<file path="src/rtl/vga_stream_controller_if.sv">
// Pixel-stream handshake bundle for vga_stream_controller.
// Ports: in_valid/in_ready handshake, in_data {r,g,b}, in_sof first-pixel flag.
interface vga_stream_controller_if #(
   parameter int COLOR_W = 4
);
   logic                 in_valid;
   logic                 in_ready;
   logic [3*COLOR_W-1:0] in_data;
   logic                 in_sof;

   modport master (
      output in_valid, in_data, in_sof,
      input  in_ready
   );

   modport slave (
      input  in_valid, in_data, in_sof,
      output in_ready
   );
endinterface

</file>
<file path="src/rtl/vga_stream_controller.sv">
// VGA timing generator fed by a buffered pixel stream with frame alignment.
// Ports: clk, rst (async high), s_in stream slave, clr_err;
//        hsync/vsync/de/red/green/blue/frame_start (registered),
//        underflow/sync_err (sticky), fifo_level (occupancy).
module vga_stream_controller #(
   parameter int H_ACTIVE   = 640,
   parameter int H_FP       = 16,
   parameter int H_SYNC     = 96,
   parameter int H_BP       = 48,
   parameter int V_ACTIVE   = 480,
   parameter int V_FP       = 10,
   parameter int V_SYNC     = 2,
   parameter int V_BP       = 33,
   parameter int CLK_DIV    = 2,
   parameter int COLOR_W    = 4,
   parameter int FIFO_DEPTH = 16,
   parameter int SYNC_POL   = 0,
   parameter logic [3*COLOR_W-1:0] BG_COLOR = '0
) (
   input  logic                          clk,
   input  logic                          rst,
   vga_stream_controller_if.slave        s_in,
   input  logic                          clr_err,
   output logic                          hsync,
   output logic                          vsync,
   output logic                          de,
   output logic [COLOR_W-1:0]            red,
   output logic [COLOR_W-1:0]            green,
   output logic [COLOR_W-1:0]            blue,
   output logic                          frame_start,
   output logic                          underflow,
   output logic                          sync_err,
   output logic [$clog2(FIFO_DEPTH):0]   fifo_level
);

   localparam int H_TOTAL = H_ACTIVE + H_FP + H_SYNC + H_BP;
   localparam int V_TOTAL = V_ACTIVE + V_FP + V_SYNC + V_BP;
   localparam int HW      = $clog2(H_TOTAL);
   localparam int VW      = $clog2(V_TOTAL);
   localparam int DW      = 3 * COLOR_W;
   localparam int AW      = $clog2(FIFO_DEPTH);
   localparam int DIVW    = (CLK_DIV > 1) ? $clog2(CLK_DIV) : 1;

   localparam logic [HW-1:0] H_LAST = HW'(H_TOTAL - 1);
   localparam logic [HW-1:0] H_ACT  = HW'(H_ACTIVE);
   localparam logic [HW-1:0] HS_BEG = HW'(H_ACTIVE + H_FP);
   localparam logic [HW-1:0] HS_END = HW'(H_ACTIVE + H_FP + H_SYNC - 1);
   localparam logic [VW-1:0] V_LAST = VW'(V_TOTAL - 1);
   localparam logic [VW-1:0] V_ACT  = VW'(V_ACTIVE);
   localparam logic [VW-1:0] VS_BEG = VW'(V_ACTIVE + V_FP);
   localparam logic [VW-1:0] VS_END = VW'(V_ACTIVE + V_FP + V_SYNC - 1);
   localparam logic [DIVW-1:0] DIV_LAST = DIVW'(CLK_DIV - 1);
   localparam logic [AW:0]     DEPTH    = (AW + 1)'(FIFO_DEPTH);
   localparam logic            P_ON     = 1'(SYNC_POL);

   typedef enum logic [1:0] {S_WAIT, S_RUN, S_HUNT} state_t;

   logic [DIVW-1:0] r_div;
   logic [HW-1:0]   r_h;
   logic [VW-1:0]   r_v;
   logic [DW:0]     r_mem [FIFO_DEPTH];
   logic [AW-1:0]   r_wr, r_rd;
   logic [AW:0]     r_level;
   state_t          r_state;
   logic            r_hs, r_vs, r_de, r_fs, r_uf, r_se;
   logic [DW-1:0]   r_rgb;

   logic            w_pix_en, w_pix_end, w_active, w_origin;
   logic            w_ready, w_push, w_empty, w_head_sof;
   logic [DW-1:0]   w_head_rgb;
   logic            w_pop, w_show, w_fs, w_uf_set, w_se_set;
   state_t          w_nxt;

   // A pixel period starts on pix_en and ends on pix_end; decisions are
   // taken at the start so colour stays aligned with de for the whole period.
   assign w_pix_en  = (r_div == '0);
   assign w_pix_end = (r_div == DIV_LAST);
   assign w_active  = (r_h < H_ACT) && (r_v < V_ACT);
   assign w_origin  = (r_h == '0) && (r_v == '0);

   always_ff @(posedge clk or posedge rst) begin
      if (rst) begin
         r_div <= '0;
         r_h   <= '0;
         r_v   <= '0;
      end else begin
         r_div <= w_pix_end ? '0 : r_div + 1'b1;
         if (w_pix_end) begin
            if (r_h == H_LAST) begin
               r_h <= '0;
               r_v <= (r_v == V_LAST) ? '0 : r_v + 1'b1;
            end else begin
               r_h <= r_h + 1'b1;
            end
         end
      end
   end

   assign w_ready        = (r_level < DEPTH);
   assign s_in.in_ready  = w_ready;
   assign w_push         = s_in.in_valid & w_ready;
   assign w_empty        = (r_level == '0);
   assign w_head_sof     = r_mem[r_rd][DW];
   assign w_head_rgb     = r_mem[r_rd][DW-1:0];

   always_ff @(posedge clk) begin
      if (w_push) r_mem[r_wr] <= {s_in.in_sof, s_in.in_data};
   end

   always_ff @(posedge clk or posedge rst) begin
      if (rst) begin
         r_wr    <= '0;
         r_rd    <= '0;
         r_level <= '0;
      end else begin
         if (w_push) r_wr <= r_wr + 1'b1;
         if (w_pop)  r_rd <= r_rd + 1'b1;
         unique case ({w_push, w_pop})
            2'b10:   r_level <= r_level + 1'b1;
            2'b01:   r_level <= r_level - 1'b1;
            default: r_level <= r_level;
         endcase
      end
   end

   always_comb begin
      w_nxt    = r_state;
      w_pop    = 1'b0;
      w_show   = 1'b0;
      w_fs     = 1'b0;
      w_uf_set = 1'b0;
      w_se_set = 1'b0;
      unique case (r_state)
         S_WAIT: begin
            if (w_pix_en && w_origin && !w_empty) begin
               if (w_head_sof) begin
                  w_pop  = 1'b1;
                  w_show = 1'b1;
                  w_fs   = 1'b1;
                  w_nxt  = S_RUN;
               end else begin
                  w_nxt  = S_HUNT;
               end
            end
         end
         S_RUN: begin
            if (w_pix_en && w_active) begin
               if (w_empty) begin
                  w_uf_set = 1'b1;
                  w_nxt    = S_HUNT;
               end else if (w_head_sof && !w_origin) begin
                  // early sof is kept for the next frame origin
                  w_se_set = 1'b1;
                  w_nxt    = S_WAIT;
               end else if (!w_head_sof && w_origin) begin
                  w_se_set = 1'b1;
                  w_nxt    = S_HUNT;
               end else begin
                  w_pop  = 1'b1;
                  w_show = 1'b1;
                  w_fs   = w_origin;
               end
            end
         end
         S_HUNT: begin
            // drain stale pixels at clk rate until a frame start is at the head
            if (!w_empty) begin
               if (w_head_sof) w_nxt = S_WAIT;
               else            w_pop = 1'b1;
            end
         end
         default: w_nxt = S_WAIT;
      endcase
   end

   always_ff @(posedge clk or posedge rst) begin
      if (rst) begin
         r_state <= S_WAIT;
         r_hs    <= ~P_ON;
         r_vs    <= ~P_ON;
         r_de    <= 1'b0;
         r_rgb   <= BG_COLOR;
         r_fs    <= 1'b0;
         r_uf    <= 1'b0;
         r_se    <= 1'b0;
      end else begin
         r_state <= w_nxt;
         r_hs    <= (r_h >= HS_BEG && r_h <= HS_END) ? P_ON : ~P_ON;
         r_vs    <= (r_v >= VS_BEG && r_v <= VS_END) ? P_ON : ~P_ON;
         r_de    <= w_active;
         if (!w_active)    r_rgb <= BG_COLOR;
         else if (w_pix_en) r_rgb <= w_show ? w_head_rgb : BG_COLOR;
         r_fs    <= w_fs;
         r_uf    <= w_uf_set | (r_uf & ~clr_err);
         r_se    <= w_se_set | (r_se & ~clr_err);
      end
   end

   assign hsync       = r_hs;
   assign vsync       = r_vs;
   assign de          = r_de;
   assign red         = r_rgb[DW-1 -: COLOR_W];
   assign green       = r_rgb[2*COLOR_W-1 -: COLOR_W];
   assign blue        = r_rgb[COLOR_W-1:0];
   assign frame_start = r_fs;
   assign underflow   = r_uf;
   assign sync_err    = r_se;
   assign fifo_level  = r_level;

endmodule

</file>
<file path="src/flat_wrapper.sv">
// flat-port wrapper written by rule: the top's interface ports become plain ports
module vga_stream_controller_flat 
#(
   parameter int H_ACTIVE   = 640,
   parameter int H_FP       = 16,
   parameter int H_SYNC     = 96,
   parameter int H_BP       = 48,
   parameter int V_ACTIVE   = 480,
   parameter int V_FP       = 10,
   parameter int V_SYNC     = 2,
   parameter int V_BP       = 33,
   parameter int CLK_DIV    = 2,
   parameter int COLOR_W    = 4,
   parameter int FIFO_DEPTH = 16,
   parameter int SYNC_POL   = 0,
   parameter logic [3*COLOR_W-1:0] BG_COLOR = '0
)
  (clk, rst, clr_err, hsync, vsync, de, red, green, blue, frame_start, underflow, sync_err, fifo_level, s_in_in_valid, s_in_in_data, s_in_in_sof, s_in_in_ready);
  vga_stream_controller_if #(.COLOR_W(COLOR_W)) s_in_i ();
  input  logic clk;
  input  logic rst;
  input  logic clr_err;
  output logic hsync;
  output logic vsync;
  output logic de;
  output logic [COLOR_W-1:0] red;
  output logic [COLOR_W-1:0] green;
  output logic [COLOR_W-1:0] blue;
  output logic frame_start;
  output logic underflow;
  output logic sync_err;
  output logic [$clog2(FIFO_DEPTH):0] fifo_level;
  input wire logic [$bits(s_in_i.in_valid)-1:0] s_in_in_valid;
  input wire logic [$bits(s_in_i.in_data)-1:0] s_in_in_data;
  input wire logic [$bits(s_in_i.in_sof)-1:0] s_in_in_sof;
  output wire logic [$bits(s_in_i.in_ready)-1:0] s_in_in_ready;
  assign s_in_i.in_valid = s_in_in_valid;
  assign s_in_i.in_data = s_in_in_data;
  assign s_in_i.in_sof = s_in_in_sof;
  assign s_in_in_ready = s_in_i.in_ready;
  vga_stream_controller #(.H_ACTIVE(H_ACTIVE), .H_FP(H_FP), .H_SYNC(H_SYNC), .H_BP(H_BP), .V_ACTIVE(V_ACTIVE), .V_FP(V_FP), .V_SYNC(V_SYNC), .V_BP(V_BP), .CLK_DIV(CLK_DIV), .COLOR_W(COLOR_W), .FIFO_DEPTH(FIFO_DEPTH), .SYNC_POL(SYNC_POL), .BG_COLOR(BG_COLOR)) u_core (.clk(clk), .rst(rst), .s_in(s_in_i), .clr_err(clr_err), .hsync(hsync), .vsync(vsync), .de(de), .red(red), .green(green), .blue(blue), .frame_start(frame_start), .underflow(underflow), .sync_err(sync_err), .fifo_level(fifo_level));
endmodule
</file>
<file path="config.mk">
export PLATFORM = sky130hd
export DESIGN_NAME = vga_stream_controller_flat
export DESIGN_NICKNAME = d
export VERILOG_FILES = /design/src/rtl/vga_stream_controller_if.sv /design/src/rtl/vga_stream_controller.sv /design/src/flat_wrapper.sv
export SDC_FILE = /design/constraint.sdc
export NUM_CORES = 1
export LEC_CHECK = 0
export CAP_MARGIN = 20
export CORE_UTILIZATION = 45
export DETAILED_ROUTE_END_ITERATION = 8
export SLEW_MARGIN = 20
export SYNTH_ARGS = -nofsm -noshare
export SYNTH_HDL_FRONTEND = slang
export SYNTH_SLANG_ARGS = --single-unit
</file>
<file path="constraint.sdc">
create_clock -name clk -period 4.58 [get_ports clk]
set_clock_uncertainty 0.15 [all_clocks]
set_input_delay 1.374 -clock clk [delete_from_list [all_inputs] [get_ports clk]]
set_output_delay 1.374 -clock clk [all_outputs]
set_load 0.05 [all_outputs]
</file>
---- Word-level counts from Yosys, hierarchy flattened ----
Memories as Yosys holds them, arrays and structs flattened.
Cells that the tools add are included.
storage, ports and cells
  bits in registers ....................... 54
  RAM bits ................................ 208
  input bits .............................. 17
  output and inout port bits .............. 24
  word-level logic and storage cells ...... 110
  memories kept ........................... 1
memories
  memory        words  bits a word  rd ports  clocked after memory_dff  wr ports  line                         RTL
  u_core.r_mem  16     13           1         0                         1         vga_stream_controller.sv:61  logic [DW:0] r_mem [FIFO_DEPTH];
cells by class
  $add $sub $neg .......................... 7
  $lt $le $gt $ge ......................... 7
  equality and inequality tests ........... 12
  muxes and demuxes ....................... 43
  bitwise logic cells ..................... 7
  reduce and logical (&&, ||, !) cells .... 19
operators by type and width
  kind                                                                                  count
  12-bit two-way mux                                                                    3
  1-bit two-way mux                                                                     25
  10-bit by 1-bit adder with 10-bit output, second input constant                       2
  10-bit equality test, second input constant                                           2
  10-bit logical NOT                                                                    2
  10-bit two-way mux                                                                    2
  2-bit two-way mux                                                                     8
  10-bit greater-or-equal comparator, second input constant                             1
  10-bit by 9-bit greater-or-equal comparator with 1-bit output, second input constant  1
  10-bit <= comparator, second input constant                                           1
  10-bit by 9-bit <= comparator with 1-bit output, second input constant                1
  10-bit < comparator, second input constant                                            1
  10-bit by 9-bit < comparator with 1-bit output, second input constant                 1
  5-bit case mux with 2 select lines                                                    1
  1-bit logical AND                                                                     9
  4-bit by 1-bit adder with 4-bit output, second input constant                         2
  2-bit by 1-bit != test with 1-bit output, second input constant                       3
  2-bit case mux with 3 select lines                                                    1
  5-bit by 1-bit adder with 5-bit output, second input constant                         1
  5-bit logical NOT                                                                     1
  5-bit < comparator, second input constant                                             1
  5-bit AND reduction                                                                   1
  5-bit by 1-bit subtractor with 5-bit output, second input constant                    1
  2-bit by 1-bit equality test with 1-bit output, second input constant                 2
  other kinds (13)                                                                      22

---- Longest topological paths before layout ----
  depth in word-level cells ............... 11
  mapped depth ............................ 16
  depth with buffers taken out ............ 15

---- Least setup slack after synthesis ----
No wires, ideal clock.
  path kind ............................... register to register
  start ................................... register u_core.r_rd[1]
  end ..................................... register u_core.r_level[4], in the netlist u_core.fifo_level[4]
  setup time .............................. 0.139 ns
  arrival time ............................ 3.983 ns
  data required time ...................... 4.291 ns
  setup slack ............................. 0.308 ns
  cell stages (with the launch flop) ...... 16
  buffers on the path ..................... 3
  clock period less this slack ............ 4.272 ns
  path through ............................ dfrtp_1 -> buf_6 -> mux4_2 -> mux4_2 -> buf_2 -> ha_1 -> and4_1 -> clkbuf_1 -> a211o_2 -> ha_1 -> fa_1 -> a21o_1 -> a21oi_1 -> xor2_1 -> nor2_1 -> xnor2_1
between the ends
  cells in the longest elaborated chain, start to end .. 10
  elaborated cells between the ends (all ways) .. 17
  classes of those cells .................. eq/ne (2); mux (10); reduce/logical (4); memory (1)
ends and longest elaborated chain
  item                                                                                   line                          RTL
  start, declared                                                                        vga_stream_controller.sv:62   logic [AW-1:0] r_wr, r_rd;
  start signal, assigned                                                                 vga_stream_controller.sv:117  if (w_pop) r_rd <= r_rd + 1'b1;
  memory 16 x 13 bit *                                                                   --
  1-bit logical NOT                                                                      vga_stream_controller.sv:155  end else if (!w_head_sof && w_origin) begin
  1-bit logical AND                                                                      vga_stream_controller.sv:155
  1-bit two-way mux                                                                      vga_stream_controller.sv:155
  1-bit two-way mux                                                                      vga_stream_controller.sv:151  end else if (w_head_sof && !w_origin) begin
  1-bit two-way mux                                                                      vga_stream_controller.sv:148  if (w_empty) begin
  1-bit two-way mux                                                                      vga_stream_controller.sv:147  if (w_pix_en && w_active) begin
  1-bit case mux with 3 select lines *                                                   vga_stream_controller.sv:133  unique case (r_state)
  named net u_core.w_pop                                                                 vga_stream_controller.sv:71   logic w_pop, w_show, w_fs, w_uf_set, w_se_set;
  2-bit by 1-bit equality test with 1-bit output or 2-bit equality test (tied branches)  vga_stream_controller.sv:118  unique case ({w_push, w_pop})
  5-bit case mux with 2 select lines or 2-bit nonzero test (tied branches)               --
  end signal, assigned                                                                   vga_stream_controller.sv:119  2'b10: r_level <= r_level + 1'b1;
  end signal, assigned                                                                   vga_stream_controller.sv:120  2'b01: r_level <= r_level - 1'b1;
  end signal, assigned                                                                   vga_stream_controller.sv:121  default: r_level <= r_level;
  end, declared                                                                          vga_stream_controller.sv:63   logic [AW:0] r_level;
Mark *: on every way through the listed nets, which the timed path passes. The rest lies on a longest branch.
A chain may end at the register's enable or synchronous reset.

---- Worst setup path after layout ----
  start ................................... register u_core.r_v[0]
  end ..................................... register u_core.r_level[4], in the netlist u_core.fifo_level[4]
between the ends
  cells in the longest elaborated chain, start to end .. 10
  elaborated cells between the ends (all ways) .. 20
  classes of those cells .................. order compare (1); eq/ne (2); mux (7); reduce/logical (10)
ends and longest elaborated chain
  item                                                                                                    line                          RTL
  start, declared                                                                                         vga_stream_controller.sv:60   logic [VW-1:0] r_v;
  start signal, assigned                                                                                  vga_stream_controller.sv:91   r_v <= (r_v == V_LAST) ? '0 : r_v + 1'b1;
  parallel branches: the longest is 7 deep, another holds 10-bit by 9-bit < comparator with 1-bit output  --
  1-bit case mux with 3 select lines *                                                                    vga_stream_controller.sv:133
  named net u_core.w_pop                                                                                  vga_stream_controller.sv:71
  2-bit by 1-bit equality test with 1-bit output or 2-bit equality test (tied branches)                   vga_stream_controller.sv:118
  5-bit case mux with 2 select lines or 2-bit nonzero test (tied branches)                                --
Mark *: on every way through the listed nets, which the timed path passes.

==> run_results.csv <==
group,metric,value,unit
clock_network,cts_resized,0,
power,internal_power,4.373,mW
critical_path,crit_slowest_cell,"or4b_4",
synthesis,synth_nets,681,
power,power_frac_seq,47.6,%
route,vias,5970,
floorplan,rows,56,
outcome,status,"completed",
synthesis,synthTopCellsByCount,"edfxtp_1, dfrtp_1, mux4_2",
power,clkPwrFrac,35.7,%
critical_path,crit_type,"reg2reg",
layout,syn_to_final_growth,15.61,%
layout,layout-drive-gt1-share,15.86,%
layout,n_antenna_cell,0,
route,viasPerCell,5.718,
synthesis,yosysWarnings,0,
synthesis,synth_xor_area_share,1.453,%
grt,grt_pass1_wl,35.90,mm
synthesis,syn_area,10850,µm²
synthesis,synth_top_family_by_area,"multiplexers",
sta,fin_crit_sh,93.00,%
clock_network,cts_num_sinks,262,
placement,gp_congestion,0.7978,
sta,setup_violations,0,
floorplan,pin_count,41,
route,ant_nets,0,
synthesis,yosys.area.top_type_share,57.55,%
critical_path,crit_top_cell,"ha_1",
power,combPwrFrac,16.7,%
synthesis,yosysMostFrequentCell,"edfxtp_1",
sta,worst_slack,320.4,ps
route,post_drt_wl_per_cell,22.26,µm
synthesis,syn_inst,647,
critical_path,path_max_fanout,7,
synthesis,ys_seq_elements,262,
run,max_cap_viol_count,0,
grt,grt_use_total,19.78,%
layout,multiInputGateArea,3027,µm²
clock_network,htreeDepth,1,
clock_network,numCtsBuffers,27,
grt,grt_max_degree,53,
synthesis,yosys-top-cells-area,"edfxtp_1, dfrtp_1, mux4_2",
clock_network,cts_root_buffer,"clkbuf_16",
sta,final_max_slew_viol_count,0,
sta,worst_pin_slew,969.5,ps
synthesis,synth-compound-area-share,6.202,%
critical_path,path_cells,"inv_1 > ha_1 > or4b_4 > nor3_1 > nand4_1 > ha_1 > and4_1 > a211o_2 > ha_1 > fa_1 > a21o_1 > a21oi_1 > xor2_1 > nor2_1 > xnor2_1",
synthesis,synth_edf_count,208,
floorplan,die_w,157.3,µm
placement,dp.cells,996,
layout,final_cells,1044,
route,drt_iter0_drc,378,
power,p_leak,4.425,nW
synthesis,postSynthAreaPerCell,16.77,µm²
floorplan,die_h,157.3,µm
floorplan,die_area,24740,µm²
clock_network,cts_tree,"yes",
critical_path,worst_path_largest_cell_delay,470,ps
synthesis,yosys_most_used_dff,"edfxtp_1",
placement,preCtsSetupSlack,317.3,ps
floorplan,core_area,23540,µm²
power,power_per_cell_area,471.1,nW/µm²
clock_network,cts-hold-fix-buffers,0,
synthesis,synth_top_area_cell,"edfxtp_1",
floorplan,start_util,46.10,%
grt,overflow,0,
sta,whs,357.4,ps
sta,relSlewSlack,35.37,%
power,swShare,26.02,%
power,vdd_ir_drop_max,317.1,µV
clock_network,post_cts.repair.setup_buffers,0,
layout,register_area,7604,µm²
layout,fin_nets,740,
power,finalPower,5.911,mW
clock_network,clk_pin_slew_worst_paths,60,ps
grt,grt_pass1_vias,6058,
synthesis,seq_area_frac_synth,70.03,%
critical_path,r2r_slack,320,ps
sta,finalHoldViolations,0,
synthesis,synth_mux_area_share,11.74,%
clock_network,clk_path_buf_depth,3,
route,drc,0,
hold_path,hp-class,"reg2reg",
sta,fmax,234.8,MHz
layout,fill_cells,1943,
synthesis,ys_async_sr_fraction,20.61,%
synthesis,synth-simple-area-share,6.410,%
sta,setup_tns,0,ps
critical_path,crit_path_start_kind,"flop",
sta,rsz0062_at_grt,"false",
synthesis,synthAdderAreaFrac,2.029,%
grt,antenna_found_initial,0,
placement,dpl.hpwl,13.98,mm
placement,io_buffers,40,
critical_path,required,4870,ps
synthesis,synth.distinct_cells,56,
power,switchingPower,1.538,mW
route,dr.pass1.iters,5,
route,routed_wl,23.24,mm
critical_path,arrival,4550,ps
sta,min_period,4260,ps
critical_path,end_kind,"flop",
clock_network,clk_latency,560,ps
[kinds of logic after synthesis]
logic type                 Yosys count
DFF                                262
and+or+nand+nor                    124
AOI/OAI and AO/OA                   95
muxes                               75
buffers and inverters               56
xor gates and xnor gates            18
adders and majority gates           17
[layout make-up]
class / instances / area share (%)
Clock inverter: 10 / 0.9274
Multi-Input combinational cell: 329 / 24.12
Sequential cell: 262 / 60.60
Clock buffer: 38 / 5.794
Tap cell: 319 / 3.181
Timing Repair Buffer: 67 / 4.807
Inverter: 19 / 0.5684
[per-stage QoR]
stage | utilization, % | instance area, µm²
after CTS | 53.30 | 12550
after detailed placement | 49.71 | 11700
after global routing | 53.30 | 12550
final | 53.30 | 12550
after floorplan | - | 10850
after global placement | 49.71 | 11700
[power by group through the flow]
stage	clock (mW)	combinational [mW]	sequential (mW)
floorplan	0	0.686	2.88
global placement	0	0.987	2.85
detailed placement	0	1.01	2.87
CTS	2.15	1.01	2.82
global route	2.24	1.07	2.83
finish	2.11	0.989	2.81
[per-layer routing]
metal  global-route usage, %  up-vias  part of all wire [%]
li1                        -     2676                     -
met1                   26.60     3081                    43
met2                   33.46      165                    50
met3                   3.001       48                   4.4
met4                   5.640        0                   2.7
met5                       0        -                     0
[cell usage in the layout (no fill, tap or decap), drive strengths merged, types with 20 or more instances in the layout]
| cell type | n |
|---|---|
| buf | 27 |
| clkbuf | 38 |
| clkdlybuf4s50 | 40 |
| dfrtp | 52 |
| edfxtp | 208 |
| inv | 20 |
| mux2i | 32 |
| mux4 | 41 |
| nand2 | 33 |
| o21ai | 30 |
[final timing paths]
path | startpoint | end | cells past startpoint
worst min register to register | u_core.r_rgb[2] | u_core.r_rgb[2] | 1
worst min-delay path | u_core.r_rgb[2] | u_core.r_rgb[2] | 1
worst max-delay path | u_core.r_v[0] | u_core.fifo_level[4] | 15
max in group asynchronous | rst | u_core.vsync | 3
worst max register to register | u_core.r_v[0] | u_core.fifo_level[4] | 15
min in group asynchronous | rst | u_core.r_rgb[1] | 2
[sequential cells by signal (all words and copies together), names as in the netlist]
| name | flops |
|---|---|
| u_core.r_mem | 208 |
| u_core.r_rgb | 12 |
| u_core.r_h | 10 |
| u_core.r_v | 10 |
| u_core.fifo_level | 5 |
| u_core.r_rd | 4 |
| u_core.r_wr | 4 |
| u_core.r_state | 2 |
| u_core.de | 1 |
| u_core.frame_start | 1 |
| u_core.hsync | 1 |
| u_core.r_div | 1 |
| u_core.sync_err | 1 |
| u_core.underflow | 1 |
| u_core.vsync | 1 |
[worst max-delay path, delay by kind of cell (launching register included)]
family | cells | cell delay [ps]
AND/OR/NAND/NOR | 5 | 1290
adder cells (fa/ha/maj) | 4 | 1220
AO/OA/AOI/OAI | 3 | 680
flip-flops | 1 | 430
XOR/XNOR | 2 | 290
buffers and inverters | 1 | 100
No activity file was read; power rests on OpenSTA's default activity.
